==> src/rtl/otter_mem_pkg.sv <==
// Shared types and constants for the OTTER data-port-2 arbiter.
// Covers FSM states, access-size encodings, port indices and small helpers.
package otter_mem_pkg;

    typedef enum logic [1:0] {
        ST_IDLE  = 2'd0,
        ST_ISSUE = 2'd1,
        ST_WAIT  = 2'd2
    } arb_state_t;

    localparam logic [1:0] SZ_BYTE = 2'b00;
    localparam logic [1:0] SZ_HALF = 2'b01;
    localparam logic [1:0] SZ_WORD = 2'b10;

    localparam int PORT_CPU = 0;
    localparam int PORT_AUX = 1;

    function automatic logic [1:0] port_onehot(input logic port);
        return {port, ~port};
    endfunction

    // The unused 2'b11 encoding is forwarded to memory as a byte access
    function automatic logic [1:0] legal_size(input logic [1:0] sz);
        return (sz == SZ_WORD || sz == SZ_HALF) ? sz : SZ_BYTE;
    endfunction

endpackage

==> src/rtl/rr_arbiter_2.sv <==
// Combinational two-way picker with a one-hot grant.
// last_gnt = 1 means port 1 was served last, so port 0 wins a tie.
module rr_arbiter_2 (
    input  logic [1:0] req,
    input  logic       last_gnt,
    input  logic       fixed_prio,
    output logic [1:0] gnt
);

    always_comb begin
        gnt = 2'b00;
        case (req)
            2'b01:   gnt = 2'b01;
            2'b10:   gnt = 2'b10;
            2'b11:   gnt = (fixed_prio || last_gnt) ? 2'b01 : 2'b10;
            default: gnt = 2'b00;
        endcase
    end

endmodule

==> src/rtl/otter_mem_arbiter.sv <==
// Serialises CPU and auxiliary-master accesses onto OTTER memory data port 2.
// IDLE grants and latches, ISSUE strobes memory, WAIT counts out the read latency.
module otter_mem_arbiter
    import otter_mem_pkg::*;
#(
    parameter int ADDR_W   = 32,
    parameter int DATA_W   = 32,
    parameter int MEM_LAT  = 1,
    parameter bit CPU_PRIO = 1'b0
) (
    input  logic              clk,
    input  logic              rst,
    input  logic [1:0]        req,
    input  logic [1:0]        we,
    input  logic [ADDR_W-1:0] addr0,
    input  logic [ADDR_W-1:0] addr1,
    input  logic [DATA_W-1:0] wdata0,
    input  logic [DATA_W-1:0] wdata1,
    input  logic [1:0]        size0,
    input  logic [1:0]        size1,
    input  logic              sign0,
    input  logic              sign1,
    output logic [1:0]        ack,
    output logic [DATA_W-1:0] rdata,
    output logic              busy,
    output logic              mem_rden2,
    output logic              mem_we2,
    output logic [ADDR_W-1:0] mem_addr2,
    output logic [DATA_W-1:0] mem_din2,
    output logic [1:0]        mem_size,
    output logic              mem_sign,
    input  logic [DATA_W-1:0] mem_dout2
);

    localparam int CNT_W = (MEM_LAT > 1) ? $clog2(MEM_LAT) : 1;

    arb_state_t       state;
    logic             owner;
    logic             is_write;
    logic             last_gnt;
    logic [CNT_W-1:0] cnt;
    logic [1:0]       gnt;
    logic             sel;
    logic             sel_we;

    rr_arbiter_2 u_pick (
        .req        (req),
        .last_gnt   (last_gnt),
        .fixed_prio (CPU_PRIO),
        .gnt        (gnt)
    );

    assign sel    = gnt[1];
    assign sel_we = we[sel];

    // The mem_* registers double as the latched request: loaded at grant, held until done
    always_ff @(posedge clk or posedge rst) begin
        if (rst) begin
            state     <= ST_IDLE;
            owner     <= 1'(PORT_CPU);
            is_write  <= 1'b0;
            last_gnt  <= 1'(PORT_AUX);
            cnt       <= '0;
            ack       <= 2'b00;
            rdata     <= '0;
            busy      <= 1'b0;
            mem_rden2 <= 1'b0;
            mem_we2   <= 1'b0;
            mem_addr2 <= '0;
            mem_din2  <= '0;
            mem_size  <= SZ_BYTE;
            mem_sign  <= 1'b0;
        end else begin
            ack       <= 2'b00;
            mem_rden2 <= 1'b0;
            mem_we2   <= 1'b0;
            case (state)
                ST_IDLE: begin
                    if (gnt != 2'b00) begin
                        owner     <= sel;
                        is_write  <= sel_we;
                        mem_addr2 <= sel ? addr1 : addr0;
                        mem_din2  <= sel ? wdata1 : wdata0;
                        mem_size  <= legal_size(sel ? size1 : size0);
                        mem_sign  <= sel ? sign1 : sign0;
                        mem_we2   <= sel_we;
                        mem_rden2 <= ~sel_we;
                        busy      <= 1'b1;
                        state     <= ST_ISSUE;
                        // A write completes in the strobe cycle itself
                        if (sel_we) begin
                            ack      <= port_onehot(sel);
                            last_gnt <= sel;
                        end
                    end
                end
                ST_ISSUE: begin
                    if (is_write) begin
                        busy  <= 1'b0;
                        state <= ST_IDLE;
                    end else begin
                        cnt   <= CNT_W'(MEM_LAT - 1);
                        state <= ST_WAIT;
                    end
                end
                ST_WAIT: begin
                    if (cnt == '0) begin
                        rdata    <= mem_dout2;
                        ack      <= port_onehot(owner);
                        last_gnt <= owner;
                        busy     <= 1'b0;
                        state    <= ST_IDLE;
                    end else begin
                        cnt <= cnt - CNT_W'(1);
                    end
                end
                default: begin
                    busy  <= 1'b0;
                    state <= ST_IDLE;
                end
            endcase
        end
    end

endmodule

==> config.mk <==
export PLATFORM = sky130hd
export DESIGN_NAME = otter_mem_arbiter
export DESIGN_NICKNAME = d
export VERILOG_FILES = /design/src/rtl/otter_mem_pkg.sv /design/src/rtl/rr_arbiter_2.sv /design/src/rtl/otter_mem_arbiter.sv
export SDC_FILE = /design/constraint.sdc
export NUM_CORES = 1
export LEC_CHECK = 0
export BUFFER_PORTS_ARGS = -buffer_cell sky130_fd_sc_hd__buf_4
export CAP_MARGIN = 10
export CORE_MARGIN = 8
export CORE_UTILIZATION = 48
export CTS_BUF_LIST = sky130_fd_sc_hd__clkbuf_4 sky130_fd_sc_hd__clkbuf_8
export CTS_CLUSTER_SIZE = 24
export DETAILED_ROUTE_END_ITERATION = 12
export GPL_TIMING_DRIVEN = 0
export PLACE_DENSITY_LB_ADDON = 0.08
export SLEW_MARGIN = 20
export SYNTH_ARGS = -nofsm -noshare
export SYNTH_HDL_FRONTEND = slang
export SYNTH_SLANG_ARGS = --single-unit
==> constraint.sdc <==
create_clock -name clk -period 4.15 [get_ports clk]
set_input_delay 0.415 -clock clk [delete_from_list [all_inputs] [get_ports clk]]
set_output_delay 0.415 -clock clk [all_outputs]
set_load 0.01 [all_outputs]
* Word level (Yosys, flattened, before mapping)
Cells that the tools add are included.
** Word-level totals
- Output and inout bits :: 104
- Memory bits (writable) :: 0
- Register bits :: 110
- Bits in latches :: 0
- Bits of input ports :: 172
- Word-level logic and storage cells :: 75
- Memory bits (read-only) :: 0
- Memories :: 0
** Operators by class
- Shift-type cells :: 0
- Equal/unequal tests :: 12
- $mul :: 0
- Bitwise operators :: 4
- Mux-type cells :: 32
- Order comparisons :: 1
- Reduce and logical (&&, ||, !) cells :: 11
- Add/sub/neg operators :: 1
- Div/mod/pow operators :: 0
** Operators by type and width (number)
- $mux 32 :: 2
- $mux 2 :: 9
- $mux 1 :: 15
- $pmux 2 s3 :: 2
- $ne 2x2->1 const B :: 5
- $eq 2x2->1 const B :: 4
- $reduce_and 2->1 :: 4
- $eq 2x1->1 const B :: 3
- $reduce_bool 2->1 :: 3
- $not 1->1 :: 4
- $pmux 1 s2 :: 2
- $pmux 2 s2 :: 1
- $reduce_and 4->1 :: 1
- $pmux 1 s3 :: 1
- $reduce_and 3->1 :: 1
- $logic_not 2->1 :: 1
- $lt 1x2->1 const B :: 1
- $logic_or 1x1->1 :: 1
- $sub 1x1->1 const B :: 1

* Longest topological paths before layout
- Word-level depth :: 7
- Gate-level depth with buffers :: 5
- Gate-level depth less buffers :: 4

* Modules after synthesis
A second synthesis with hierarchy kept.
** Unflattened totals
- Cells, all modules :: 402
- Area total of the unflattened synthesis :: 5182.5 um^2
** Modules (own cells, without submodules)
- otter_mem_arbiter :: area each 5159.9 um^2, sequential area each 2728.9 um^2, times used 1, cells an instance 398
- rr_arbiter_2 :: area each 22.5 um^2, sequential area each 0.0 um^2, times used 1, cells an instance 4

* Least setup slack after synthesis
Ideal clock, no wire load.
- Path kind :: in2reg
- Start :: in req[1]
- End :: reg mem_addr2[31]
- Data arrival time :: 1.450 ns
- Path slack :: 2.575 ns
- Buffers on the path :: 2
- Setup time :: 0.125 ns
- Stages :: 5
- Required time :: 4.025 ns
- Cell sequence :: a21boi_2 -> buf_6 -> buf_6 -> mux2_4 -> mux2_4
** On the way
- Cells in the longest elaborated chain, start to end :: 4
- Elaborated cells on any way between the ends :: 7
- Those cells by class :: 3 x eq/ne; 2 x mux; 2 x reduce/logical
** RTL lines
- start, declared :: RTL line otter_mem_arbiter.sv:13 : input logic [1:0] req,
- $eq 2x2->1 / $eq 2x1->1 (equally long branches) :: RTL line rr_arbiter_2.sv:12 : case (req)
- $pmux 2 s3 (*) :: RTL line rr_arbiter_2.sv:12
- $reduce_bool 2->1 :: RTL line otter_mem_arbiter.sv:79 : if (gnt != 2'b00) begin
- $reduce_and 2->1 (no source line)
- end signal, assigned :: RTL line otter_mem_arbiter.sv:82 : mem_addr2 <= sel ? addr1 : addr0;
- end, declared :: RTL line otter_mem_arbiter.sv:28 : output logic [ADDR_W-1:0] mem_addr2,
Every way passes the cells marked *; elsewhere a longest branch is shown, timed or not.
A chain may end at the register's enable or synchronous reset.

* Worst setup path after layout
- Start :: reg state[0]
- End :: reg mem_size[1]
** On the way
- Cells in the longest elaborated chain, start to end :: 2
** RTL lines
- start, declared :: RTL line otter_mem_arbiter.sv:37 : arb_state_t state;
- start signal, assigned :: RTL line otter_mem_arbiter.sv:59 : state <= ST_IDLE;
- start signal, assigned :: RTL line otter_mem_arbiter.sv:89 : state <= ST_ISSUE;
- start signal, assigned :: RTL line otter_mem_arbiter.sv:100 : state <= ST_IDLE;
- $logic_not 2->1 :: RTL line otter_mem_arbiter.sv:77 : case (state)
- $reduce_and 2->1 (no source line)
- end signal, assigned :: RTL line otter_mem_arbiter.sv:84 : mem_size <= legal_size(sel ? size1 : size0);
- end, declared :: RTL line otter_mem_arbiter.sv:30 : output logic [1:0] mem_size,
Every way passes these cells.

==> results.py <==
metrics = {
    "logic_synthesis": {
        "synthCells": 388,
        "ys_top_cells_by_area": "dfrtp_1, mux2_4, nand2_1",
        "ys.flop_type": "dfrtp_1",
        "async_reset_ff_frac": 1.000,
        "synth.distinct_cells": 25,
        "synth_seq_cells": 109,
        "syn_area_um2": 5507,
        "synth_edf_count": 0,
        "synthDominantCellAreaShare": 0.4908,
        "syn-num-nets": 560,
        "synth_warnings": 0,
        "yosysSeqAreaShare": 0.4956,
        "post_synth.cell_area_avg_um2": 14.19,
        "yosysTopAreaCell": "dfrtp_1",
    },
    "place": {
        "gp_congestion": 0.8314,
        "portBuffers": 275,
        "dp_worst_setup_slack_ps": 2354,
        "placed_cells": 807,
        "hpwlAfterDp_mm": 12.13,
    },
    "die": {
        "io_pins": 276,
        "dieArea_um2": 15150,
        "rows": 39,
        "fp.coreArea_um2": 11320,
        "die_h_um": 123.1,
        "die_w_um": 123.1,
        "start_util": 0.4864,
    },
    "critical_path": {
        "reg2reg_depth": 5,
        "worstPathCellList": "nor2_1, o21ai_2, inv_2, buf_6, mux2_2",
        "worstSetupEndpointType": "flop",
        "cp-startpoint": "state[0]",
        "crit_type": "flop to flop",
        "crit_end": "mem_size[1]",
        "r2r-end": "mem_size[1]",
        "reg2reg_from": "state[0]",
        "critPathSlowestCell": "dfrtp_1",
        "worstSetupStartpointType": "flop",
        "arrival_ps": 1990,
        "worstPathMaxFanout": 10,
        "slowest_delay_ps": 440,
        "critical_path_required_ps": 4400,
        "r2r_slack_ps": 2400,
    },
    "hold_path": {
        "hold_class": "primary input to asynchronous set/reset pin",
    },
    "cells_and_area": {
        "final_cells": 821,
        "nFillCells": 828,
        "utilization": 0.7049,
        "diodes": 0,
        "final_nets": 847,
        "drive_above_1_share": 0.6534,
        "syn_to_final_growth_pct": 44.92,
    },
    "routing": {
        "route.detailed.drc": 0,
        "vias_per_cell": 4.866,
        "drtAntennaViolNets": 0,
        "vias": 3995,
        "drtIter0Drc": 139,
        "dr.pass1.iters": 4,
        "wirelength_mm": 15.45,
        "avgRoutedWirePerCell_um": 18.81,
    },
    "cts": {
        "clock_sinks": 109,
        "cts_buffers": 9,
        "cts-root-buf": "clkbuf_8",
        "clock_path_buffers": 2,
        "cts_tree": "yes",
        "htree_levels": 3,
        "clk_latency_ps": 360,
        "cts_resized": 0,
        "clk_pin_slew_worst_paths_ps": 110,
        "ctsHoldBuffers": 0,
        "postCtsSetupRepairBufs": 0,
    },
    "pwr": {
        "clkPwrFrac": 0.118,
        "p_leak_uw": 0.004251,
        "power.total_uw": 5557,
        "swShare": 0.3412,
        "power.net_switching_uw": 1896,
        "combPwrFrac": 0.537,
        "p_int_uw": 3661,
        "powerDensity_nw_per_um2": 696.3,
        "vdd_drop_max_mv": 0.3698,
        "p_seq_frac": 0.345,
    },
    "grt": {
        "antenna_found_initial": 0,
        "grt-ovfl-total": 0,
        "grt_pass1_wl_mm": 23.17,
        "grt_max_degree": 67,
        "grt_pass1_vias": 4395,
        "grt_usage": 0.1971,
    },
    "outcome": {
        "status": "finished clean",
    },
    "sta": {
        "finClkSkew_ps": 16.75,
        "relSlewSlack": 0.6861,
        "rsz0062_at_grt": "no",
        "finalSetupViolCount": 0,
        "fmax_mhz": 571.8,
        "fin_crit_sh": 0.4214,
        "setup_ws_ps": 2401,
        "tightest_slew_ps": 470.9,
        "period_needed_ps": 1749,
        "maxSlewViolCount": 0,
        "hold_viol_final": 0,
    },
    "job": {
        "cap_violations": 0,
    },
}
## Yosys cell counts, drive strengths merged, types with 2 or more instances
cell and n:
nor2 2, nand2b 5, mux2 132, a21o 2
nand2 96, clkbuf 8, dfrtp 108, mux2i 4
inv 4, buf 15
## layout make-up
class | instances | area [um^2] | share of cell area
Clock inverter | 3 | 46.29 | 0.005801
Multi-Input combinational cell | 252 | 2511 | 0.3147
Sequential cell | 109 | 2729 | 0.3420
Tap cell | 143 | 178.9 | 0.02242
Timing Repair Buffer | 276 | 2092 | 0.2622
Buffer | 23 | 251.5 | 0.03151
Inverter | 4 | 20.02 | 0.002509
Clock buffer | 11 | 151.4 | 0.01897
## worst min path at each step
stage	to	cells after the start	startpoint
final	mem_din2[29]	2	rst
after global routing	mem_din2[29]	2	rst
after CTS	mem_din2[27]	2	rst
after detailed placement	state[1]	1	is_write
after global placement	state[1]	1	is_write
after floorplan	state[1]	1	is_write
## critical path: cells and delay by family, from the launching register on
kind | cells | cell delay [ps]
flip-flops | 1 | 440
buffers and inverters | 2 | 440
multiplexers | 1 | 340
AND/OR/NAND/NOR | 1 | 260
AO/OA/AOI/OAI | 1 | 140
## state kept, by name, indices dropped and copies added (netlist names)
name / count
mem_rden2: 1
rdata: 32
is_write: 1
mem_sign: 1
mem_we2: 1
ack: 2
mem_din2: 32
state: 2
mem_addr2: 32
mem_size: 2
last_gnt: 1
busy: 1
owner: 1
## layer usage
layer | global-route usage | wire length, um | vias to the layer above | share of wire
li1 | - | - | 1870 | -
met1 | 0.2255 | 5702 | 1925 | 0.37
met2 | 0.3340 | 7813 | 171 | 0.51
met3 | 0.06712 | 1517 | 29 | 0.098
met4 | 0.07901 | 411 | 0 | 0.027
met5 | 0 | 0 | - | 0
## power by group through the flow
stage	clock [uW]	combinational, uW	sequential [uW]
finish	655	2980	1920
global route	713	3190	1980
CTS	675	3030	1920
detailed placement	0	3020	1930
global placement	0	2960	1900
floorplan	0	1500	2140
## through the flow
stage	TNS [ps]	hold WS, ps	area [um^2]
after floorplan	0	419.1	5507
after global placement	-40790	438.5	7750
after detailed placement	0	448.6	7782
after CTS	0	43.88	7980
after global routing	0	66.26	7980
final	0	47.54	7980
## kinds of logic after synthesis
group / after synthesis / share of synthesized area
DFF: 109 / 0.4956
muxes: 136 / 0.3645
AOI/OAI and AO/OA: 9 / 0.01409
buffers and inverters: 27 / 0.04840
and+or+nand+nor: 107 / 0.07749
## cells in the final DEF (no fill, tap or decap), types with 2 or more instances in the layout
cell type	n
buf_4	275
mux2_4	128
dfrtp_1	108
nand2_1	96
clkbuf_8	11
buf_6	9
clkbuf_1	8
buf_12	6
nand2b_1	5
mux2i_1	4
mux2_2	4
nor2_1	2
inv_1	2
a21o_1	2
(Power assumes the default switching activity.)
